<file path="src/rtl/lohi_requester_pkg.sv">
// Shared HI/LO unit definitions: op codes, write-option codes and requester state encodings.
package lohi_requester_pkg;

  localparam int LOHI_OP_WIDTH        = 3;
  localparam int LOHI_WRITE_OPT_WIDTH = 2;

  typedef enum logic [LOHI_OP_WIDTH-1:0] {
    LOHI_OP_NONE  = 3'd0,
    LOHI_OP_MULT  = 3'd1,
    LOHI_OP_MULTU = 3'd2,
    LOHI_OP_MFHI  = 3'd3,
    LOHI_OP_MFLO  = 3'd4,
    LOHI_OP_MTHI  = 3'd5,
    LOHI_OP_MTLO  = 3'd6
  } lohi_op_e;

  typedef enum logic [LOHI_WRITE_OPT_WIDTH-1:0] {
    LOHI_WRITE_NONE = 2'd0,
    LOHI_WRITE_LO   = 2'd1,
    LOHI_WRITE_HI   = 2'd2
  } lohi_write_e;

  typedef enum logic [2:0] {
    LOHI_STATE_IDLE   = 3'd0,
    LOHI_STATE_START  = 3'd1,
    LOHI_STATE_WAIT   = 3'd2,
    LOHI_STATE_FIX_LO = 3'd3,
    LOHI_STATE_FIX_HI = 3'd4
  } lohi_state_e;

endpackage

</file>
<file path="src/rtl/lohi_requester_if.sv">
// Requester <-> HI/LO multiplier connection; master is the requester, slave is the multiplier.
interface lohi_requester_if;
  import lohi_requester_pkg::*;

  logic                            mul_start;
  logic [31:0]                     mul_opr1;
  logic [31:0]                     mul_opr2;
  logic [LOHI_WRITE_OPT_WIDTH-1:0] mul_write_opt;
  logic [31:0]                     mul_write_data;
  logic [63:0]                     mul_result;
  logic                            mul_ready;

  modport master (
    output mul_start, mul_opr1, mul_opr2, mul_write_opt, mul_write_data,
    input  mul_result, mul_ready
  );

  modport slave (
    input  mul_start, mul_opr1, mul_opr2, mul_write_opt, mul_write_data,
    output mul_result, mul_ready
  );

endinterface

</file>
<file path="src/rtl/lohi_sign_fix.sv">
// Combinational abs/negate helper for signed MULT; present only when LOHI_SIGNED_MULT_EN is defined.
`ifdef LOHI_SIGNED_MULT_EN
module lohi_sign_fix (
  input  logic [31:0] a,
  input  logic [31:0] b,
  input  logic [63:0] p,
  output logic [31:0] abs_a,
  output logic [31:0] abs_b,
  output logic [63:0] neg_p
);

  assign abs_a = a[31] ? (~a + 32'd1) : a;
  assign abs_b = b[31] ? (~b + 32'd1) : b;
  assign neg_p = ~p + 64'd1;

endmodule
`endif

</file>
<file path="src/rtl/lohi_requester.sv">
// EX-stage initiator for the HI/LO multiplier; stalls HI/LO ops until the unit can serve them.
// Signed MULT sign fixup is built in when LOHI_SIGNED_MULT_EN is defined.
//   state  | meaning
//   IDLE   | no multiply in flight, ops accepted when mul_ready
//   START  | mul_start high for this one cycle
//   WAIT   | multiply in flight, ready ignored for WAIT_GUARD cycles
//   FIX_LO | write negated product low word (signed build only)
//   FIX_HI | write negated product high word (signed build only)
module lohi_requester
  import lohi_requester_pkg::*;
#(
  parameter int WAIT_GUARD = 1
) (
  input  logic                     clk,
  input  logic                     rst,
  input  logic                     op_valid,
  input  logic [LOHI_OP_WIDTH-1:0] op,
  input  logic [31:0]              rs_data,
  input  logic [31:0]              rt_data,
  output logic [31:0]              rd_data,
  output logic                     stall,
  lohi_requester_if.master         mul
);

  localparam int GW = (WAIT_GUARD > 0) ? $clog2(WAIT_GUARD + 1) : 1;

  lohi_state_e   state;
  logic [GW-1:0] guard_cnt;
  logic          op_req, is_mul, wait_done, free, accept, launch;
  logic [31:0]   opr1_nxt, opr2_nxt;

`ifdef LOHI_SIGNED_MULT_EN
  logic        neg;
  logic        neg_nxt;
  logic [31:0] abs_rs, abs_rt;
  logic [63:0] neg_result, fix_val;

  lohi_sign_fix u_sign_fix (
    .a     (rs_data),
    .b     (rt_data),
    .p     (mul.mul_result),
    .abs_a (abs_rs),
    .abs_b (abs_rt),
    .neg_p (neg_result)
  );

  assign neg_nxt  = (op == LOHI_OP_MULT) & (rs_data[31] ^ rt_data[31]);
  assign opr1_nxt = (op == LOHI_OP_MULT) ? abs_rs : rs_data;
  assign opr2_nxt = (op == LOHI_OP_MULT) ? abs_rt : rt_data;
  assign free     = (state == LOHI_STATE_IDLE) | (wait_done & ~neg);
`else
  assign opr1_nxt = rs_data;
  assign opr2_nxt = rt_data;
  assign free     = (state == LOHI_STATE_IDLE) | wait_done;
`endif

  // The completion cycle of WAIT already behaves as idle so a dependent op is not delayed a cycle.
  assign wait_done = (state == LOHI_STATE_WAIT) & (guard_cnt == '0) & mul.mul_ready;
  assign op_req    = op_valid & (op != LOHI_OP_NONE);
  assign is_mul    = (op == LOHI_OP_MULT) | (op == LOHI_OP_MULTU);
  assign accept    = op_req & free & mul.mul_ready;
  assign launch    = accept & is_mul;
  assign stall     = ~rst & op_req & ~accept;

  always_comb begin
    rd_data = '0;
    if (accept && op == LOHI_OP_MFHI)      rd_data = mul.mul_result[63:32];
    else if (accept && op == LOHI_OP_MFLO) rd_data = mul.mul_result[31:0];
  end

  always_comb begin
    mul.mul_write_opt  = LOHI_WRITE_NONE;
    mul.mul_write_data = '0;
    if (!rst) begin
      if (accept && op == LOHI_OP_MTHI) begin
        mul.mul_write_opt  = LOHI_WRITE_HI;
        mul.mul_write_data = rs_data;
      end else if (accept && op == LOHI_OP_MTLO) begin
        mul.mul_write_opt  = LOHI_WRITE_LO;
        mul.mul_write_data = rs_data;
      end
`ifdef LOHI_SIGNED_MULT_EN
      else if (state == LOHI_STATE_FIX_LO) begin
        mul.mul_write_opt  = LOHI_WRITE_LO;
        mul.mul_write_data = fix_val[31:0];
      end else if (state == LOHI_STATE_FIX_HI) begin
        mul.mul_write_opt  = LOHI_WRITE_HI;
        mul.mul_write_data = fix_val[63:32];
      end
`endif
    end
  end

  always_ff @(posedge clk) begin
    if (rst) begin
      state         <= LOHI_STATE_IDLE;
      guard_cnt     <= '0;
      mul.mul_start <= 1'b0;
      mul.mul_opr1  <= '0;
      mul.mul_opr2  <= '0;
`ifdef LOHI_SIGNED_MULT_EN
      neg           <= 1'b0;
      fix_val       <= '0;
`endif
    end else begin
      mul.mul_start <= 1'b0;
      if (launch) begin
        mul.mul_opr1  <= opr1_nxt;
        mul.mul_opr2  <= opr2_nxt;
        mul.mul_start <= 1'b1;
        state         <= LOHI_STATE_START;
`ifdef LOHI_SIGNED_MULT_EN
        neg           <= neg_nxt;
`endif
      end else begin
        case (state)
          LOHI_STATE_IDLE: state <= LOHI_STATE_IDLE;
          LOHI_STATE_START: begin
            guard_cnt <= GW'(WAIT_GUARD);
            state     <= LOHI_STATE_WAIT;
          end
          LOHI_STATE_WAIT: begin
            if (guard_cnt != '0) begin
              guard_cnt <= guard_cnt - GW'(1);
            end else if (mul.mul_ready) begin
`ifdef LOHI_SIGNED_MULT_EN
              if (neg) begin
                fix_val <= neg_result;
                state   <= LOHI_STATE_FIX_LO;
              end else begin
                state   <= LOHI_STATE_IDLE;
              end
`else
              state <= LOHI_STATE_IDLE;
`endif
            end
          end
`ifdef LOHI_SIGNED_MULT_EN
          LOHI_STATE_FIX_LO: state <= LOHI_STATE_FIX_HI;
          LOHI_STATE_FIX_HI: begin
            neg   <= 1'b0;
            state <= LOHI_STATE_IDLE;
          end
`endif
          default: state <= LOHI_STATE_IDLE;
        endcase
      end
    end
  end

endmodule
</file>
<file path="src/flat_wrapper.sv">
// flat-port wrapper written by rule: the top's interface ports become plain ports
module lohi_requester_flat import lohi_requester_pkg::*;
#(
  parameter int WAIT_GUARD = 1
)
  (clk, rst, op_valid, op, rs_data, rt_data, rd_data, stall, mul_mul_start, mul_mul_opr1, mul_mul_opr2, mul_mul_write_opt, mul_mul_write_data, mul_mul_result, mul_mul_ready);
  lohi_requester_if mul_i ();
  input  logic clk;
  input  logic rst;
  input  logic op_valid;
  input  logic [LOHI_OP_WIDTH-1:0] op;
  input  logic [31:0] rs_data;
  input  logic [31:0] rt_data;
  output logic [31:0] rd_data;
  output logic stall;
  output wire logic [$bits(mul_i.mul_start)-1:0] mul_mul_start;
  output wire logic [$bits(mul_i.mul_opr1)-1:0] mul_mul_opr1;
  output wire logic [$bits(mul_i.mul_opr2)-1:0] mul_mul_opr2;
  output wire logic [$bits(mul_i.mul_write_opt)-1:0] mul_mul_write_opt;
  output wire logic [$bits(mul_i.mul_write_data)-1:0] mul_mul_write_data;
  input wire logic [$bits(mul_i.mul_result)-1:0] mul_mul_result;
  input wire logic [$bits(mul_i.mul_ready)-1:0] mul_mul_ready;
  assign mul_mul_start = mul_i.mul_start;
  assign mul_mul_opr1 = mul_i.mul_opr1;
  assign mul_mul_opr2 = mul_i.mul_opr2;
  assign mul_mul_write_opt = mul_i.mul_write_opt;
  assign mul_mul_write_data = mul_i.mul_write_data;
  assign mul_i.mul_result = mul_mul_result;
  assign mul_i.mul_ready = mul_mul_ready;
  lohi_requester #(.WAIT_GUARD(WAIT_GUARD)) u_core (.clk(clk), .rst(rst), .op_valid(op_valid), .op(op), .rs_data(rs_data), .rt_data(rt_data), .rd_data(rd_data), .stall(stall), .mul(mul_i));
endmodule
</file>
<file path="config.mk">
export PLATFORM = sky130hd
export DESIGN_NAME = lohi_requester_flat
export DESIGN_NICKNAME = d
export VERILOG_FILES = /design/src/rtl/lohi_requester_pkg.sv /design/src/rtl/lohi_requester_if.sv /design/src/rtl/lohi_sign_fix.sv /design/src/rtl/lohi_requester.sv /design/src/flat_wrapper.sv
export SDC_FILE = /design/constraint.sdc
export NUM_CORES = 1
export LEC_CHECK = 0
export BUFFER_PORTS_ARGS = -buffer_cell sky130_fd_sc_hd__buf_4
export CAP_MARGIN = 20
export CORE_AREA = 4 4 101 103
export CTS_BUF_LIST = sky130_fd_sc_hd__clkbuf_4 sky130_fd_sc_hd__clkbuf_8
export DETAILED_ROUTE_END_ITERATION = 16
export DIE_AREA = 0 0 105 107
export PLACE_DENSITY = 0.76
export SLEW_MARGIN = 20
export SYNTH_ARGS = -nofsm -noshare
export SYNTH_HDL_FRONTEND = slang
export SYNTH_SLANG_ARGS = --single-unit
</file>
<file path="constraint.sdc">
create_clock -name clk -period 1.8 [get_ports clk]
set_input_delay 0.27 -clock clk [delete_from_list [all_inputs] [get_ports clk]]
set_output_delay 0.27 -clock clk [all_outputs]
set_load 0.01 [all_outputs]
</file>
======== After elaboration in Yosys (flattened, before gate mapping) ========
Cells that the tools add are included.
storage, ports and cells
  word-level logic and storage cells ...... 59
  register bits ........................... 69
  input bits .............................. 135
operators by class
  multiplexer cells ....................... 15
  bitwise operators ....................... 14
  reductions and logical operators ........ 11
  add/sub/neg operators ................... 1
  equality and inequality tests ........... 12
operators by type and width
  operator                                                                 count
  32-bit two-way mux                                                       5
  3-bit by 2-bit == test with 1-bit output, second input constant          3
  3-bit == test, second input constant                                     3
  1-bit AND                                                                8
  3-bit by 1-bit == test with 1-bit output, second input constant          2
  3-bit two-way mux                                                        2
  3-bit one-hot mux with 2 select lines                                    1
  2-bit AND reduction                                                      3
  1-bit logical AND                                                        4
  1-bit two-way mux                                                        4
  2-bit two-way mux                                                        2
  2-bit inequality test, second input constant                             2
  1-bit NOT                                                                4
  3-bit zero test                                                          1
  3-bit by 2-bit inequality test with 1-bit output, second input constant  1
  3-bit inequality test, second input constant                             1
  3-bit nonzero test                                                       1
  1-bit bitwise OR                                                         2
  1-bit one-hot mux with 2 select lines                                    1
  2-bit nonzero test                                                       1
  2-bit OR reduction                                                       1
  1-bit subtractor, second input constant                                  1

======== Depth between registers and ports, before layout ========
  word-level depth ........................ 10
  mapped depth ............................ 8
  mapped depth without buffers ............ 6

======== Least setup slack after synthesis ========
OpenSTA, ideal clock, no wires.
  path type ............................... reg2out
  start ................................... reg u_core.state[0]
  end ..................................... out rd_data[0]
  arrival time ............................ 1,640 ps
  buffers on the path ..................... 2
  stages on the path, launching flop included .. 9
  data required time ...................... 1,530 ps
  path slack .............................. -110 ps
  cell sequence ........................... dfxtp_1 > inv_1 > ha_1 > nor2b_2 > o21a_1 > and4_1 > clkbuf_1 > buf_2 > a22o_1
between the ends
  longest elaborated chain between the ends .. 9
  elaborated cells between the ends (all ways) .. 11
  those cells by class .................... 1 x eq/ne; 2 x mux; 5 x bitwise; 3 x reduce/logical
RTL lines
  item                                      RTL line               text
  from (decl)                               lohi_requester.sv:27   lohi_state_e state;
  from (signal assigned)                    lohi_requester.sv:96   state <= LOHI_STATE_IDLE;
  from (signal assigned)                    lohi_requester.sv:111  state <= LOHI_STATE_START;
  from (signal assigned)                    lohi_requester.sv:117  LOHI_STATE_IDLE: state <= LOHI_STATE_IDLE;
  3-bit by 2-bit == test with 1-bit output  lohi_requester.sv:58   assign wait_done = (state == LOHI_STATE_WAIT) & (guard_cnt == '0) & mul.mul_ready;
  1-bit AND (2 in series)                   lohi_requester.sv:58
  1-bit bitwise OR (*)                      lohi_requester.sv:54   assign free = (state == LOHI_STATE_IDLE) | wait_done;
  1-bit AND (*) (2 in series)               lohi_requester.sv:61   assign accept = op_req & free & mul.mul_ready;
  1-bit logical AND                         lohi_requester.sv:68   else if (accept && op == LOHI_OP_MFLO) rd_data = mul.mul_result[31:0];
  32-bit two-way mux                        lohi_requester.sv:68
  32-bit two-way mux (*)                    lohi_requester.sv:67   if (accept && op == LOHI_OP_MFHI) rd_data = mul.mul_result[63:32];
  to (decl)                                 flat_wrapper.sv:14     output logic [31:0] rd_data;
Every way passes the cells marked *; elsewhere a longest branch is shown, timed or not.

======== Worst setup path in the final report ========
  start ................................... reg u_core.state[0]
  end ..................................... out rd_data[2]
The elaborated chain is that of the path after synthesis.

==> flow_metrics.tcl <==
set metrics [dict create \
    path_clk_slew_ns 0.08 \
    setup_ws_ns -0.5639 \
    antenna_found_initial 0 \
    clock_path_buffers 2 \
    cp_num_buf_inv 4 \
    finalMaxSlewViolations 0 \
    worst_hold_path_type "in2reg" \
    insertion_delay_ns 0.34 \
    dieHeight_um 107 \
    grt_max_degree 69 \
    drive_gt1_frac 0.5015 \
    mostFrequentLayoutCells "buf_4 (265), nand2_1 (129), a21oi_1 (66), dfxtp_1 (66), and2_1 (31)" \
    die-area_um2 11240 \
    initial_core_util 0.3298 \
    portBuffers 266 \
    drt_pass1_iterations 4 \
    slew_headroom 0.5173 \
    crit_family "buffers and inverters" \
    row_count 35 \
    ys.warnings.count 0 \
    area_delta_synth_final_pct 91.83 \
    synth_nets 524 \
    busiest_layer "met2" \
    cts_root_buf "clkbuf_8" \
    crit_chain "inv_2 -> ha_4 -> nor2b_4 -> o21a_1 -> buf_4 -> and4_4 -> buf_12 -> a22o_4 -> buf_4" \
    ys.flop_type "dfxtp_1" \
    grt-ovfl-total 0 \
    required_ns 1.53 \
    cap_viol_max_count 0 \
    timing.final.crit_share 1.313 \
    gp_congestion 0.9554 \
    fillers 778 \
    worstPathArrival_ns 2.09 \
    rsz0062_at_grt "true" \
    fp.dieW_um 105 \
    io_pins 267 \
    outcome "finished, violations left" \
    route.detailed.drc 0 \
    cts_buffers 9 \
    routed-via-count 3785 \
    powerDensity_nw_per_um2 586.7 \
    fin_total_pwr_mw 3.413 \
    drt_iter0_markers 246 \
    path_max_fanout 16 \
    cp-start-kind "flop" \
    cts_hold_buf 0 \
    clock_sinks 68 \
    final_common_cell "buf_4" \
    crit_top_cell "buf_4" \
    dp.cells 746 \
    violations "negative setup slack" \
    nets 799 \
    end_kind "output pin" \
    grt_pass1_vias 3867 \
    setup_viol 67 \
    crit_slowest_cell "dfxtp_2" \
    place.detailed.hpwl_mm 9.779 \
    met3_usage 0.06261 \
    tritoncts "built" \
    power.leakage_nw 2.729 \
    slowest_delay_ns 0.34 \
    avgSynthCellArea_um2 7.857 \
    ys_types 29 \
    final-instance-count-excl-fill 777 \
    multi_input_area_um2 1639 \
    cts-htree-levels 3 \
    yosysSeqAreaShare 0.4488 \
    gr-usage-met2 0.4244 \
    grtUsageMet1 0.2209 \
    synth-async-reset-ratio 0 \
    wire_per_inst_um 17.51 \
    path_class "reg2out" \
    tightest_slew_ns 0.7241 \
    grt_pass1_wl_mm 20.13 \
    whs_ns 0.1722 \
    finalHoldViolations 0 \
    fin_util 0.6327 \
    ir_drop_mv 0.4157 \
    dp_slack_ns -0.2030 \
    clock.fmax_mhz 423.0 \
    ys_seq_elements 68 \
    finalClockSkew_ns 0.009095 \
    synth_edf_count 0 \
    diodes 0 \
    core_um2 9196 \
    postSynthCellCount 386 \
    wirelength_mm 13.60 \
    period_needed_ns 2.364 \
    seq_area_um2 1364 \
    track_usage 0.2249 \
    antenna_left 0 \
    avgViaCountPerCell 4.871 \
    syn-cell-area_um2 3033 \
]
[kinds of logic (layout without fill, tap and decap cells)]
| family | after synthesis | after routing | synth area share |
|---|---|---|---|
| mux | 1 | 1 | 0.003300 |
| fa+ha+maj | 3 | 3 | 0.01238 |
| xor+xnor | 1 | 1 | 0.002888 |
| simple gates | 174 | 174 | 0.2578 |
| buf+inv | 35 | 315 | 0.05734 |
| flops | 68 | 68 | 0.4488 |
| compound gates | 104 | 104 | 0.2174 |
[worst register-to-register path, delay by kind of cell, from the launching register on]
| kind | cells | cell delay, ns |
|---|---|---|
| fa+ha+maj | 1 | 0.15 |
| simple gates | 2 | 0.21 |
| flops | 1 | 0.34 |
| buf+inv | 3 | 0.45 |
| compound gates | 2 | 0.43 |
[per-layer routing]
metal,vias up,wire (um)
li1,1839,-
met1,1717,4742
met2,192,7212
met3,37,1041
met4,0,605
met5,-,0
[through the flow]
step	instance area, um2	setup TNS (ns)
2_1_floorplan	3074	0
3_3_place_gp	5213	-4.238
3_5_place_dp	5213	-7.813
4_1_cts	5713	-34.26
5_1_grt	5818	-39.23
6_report	5818	-33.78
[final timing paths]
kind	start	cells past startpoint	slack (ns)	endpoint
setup / recovery	u_core.state[0]	9	-0.56	rd_data[2]
hold / removal	rt_data[21]	3	0.17	u_core.mul.mul_opr2[21]
setup reg to reg	u_core.state[0]	8	0.14	u_core.mul.mul_opr2[4]
hold reg to reg	u_core.mul.mul_opr1[20]	2	0.46	u_core.mul.mul_opr1[20]
[final cells by class]
class	instances	share of cell area
inverters	3	0.001935
flip-flops and latches	68	0.2344
well taps	111	0.02387
clock buffers	9	0.02129
repair buffers	296	0.4241
clock inverters	7	0.01269
multi-input cells	283	0.2817
[sequential cells by signal, summed over array words and instances, names as in the netlist]
register / cells
u_core.guard_cnt: 1
u_core.mul.mul_start: 1
u_core.mul.mul_opr2: 32
u_core.state: 2
u_core.mul.mul_opr1: 32
[cell usage after synthesis, types with 2 or more instances]
library cell	instances	area share
ha_1	3	0.012
nor3_1	2	0.0033
buf_2	10	0.017
inv_1	3	0.0037
buf_4	4	0.0099
clkbuf_1	16	0.020
buf_6	2	0.0074
nor2b_1	2	0.0041
dfxtp_1	68	0.45
a22o_1	32	0.092
nand2_1	129	0.16
and2_1	32	0.066
nor3b_1	2	0.0049
a21oi_1	66	0.11
[power by group]
part | switching (mW) | internal [mW] | leakage, nW
Combinational | 0.248 | 0.350 | 2.08
Clock | 0.611 | 0.647 | 0.100
Sequential | 0.0189 | 1.54 | 0.551
Total | 0.877 | 2.54 | 2.73
[timing repair]
| item | in CTS | in global routing |
|---|---|---|
| buffers inserted | 6 | 4 |
| endpoints found under the setup margin | 67 | 68 |
| hold endpoints to repair | 0 | 0 |
| pin swaps | 8 | 9 |
| resized for setup | 34 | 11 |
| gates cloned | 5 | 2 |
Power figures use the tool's default switching activity.
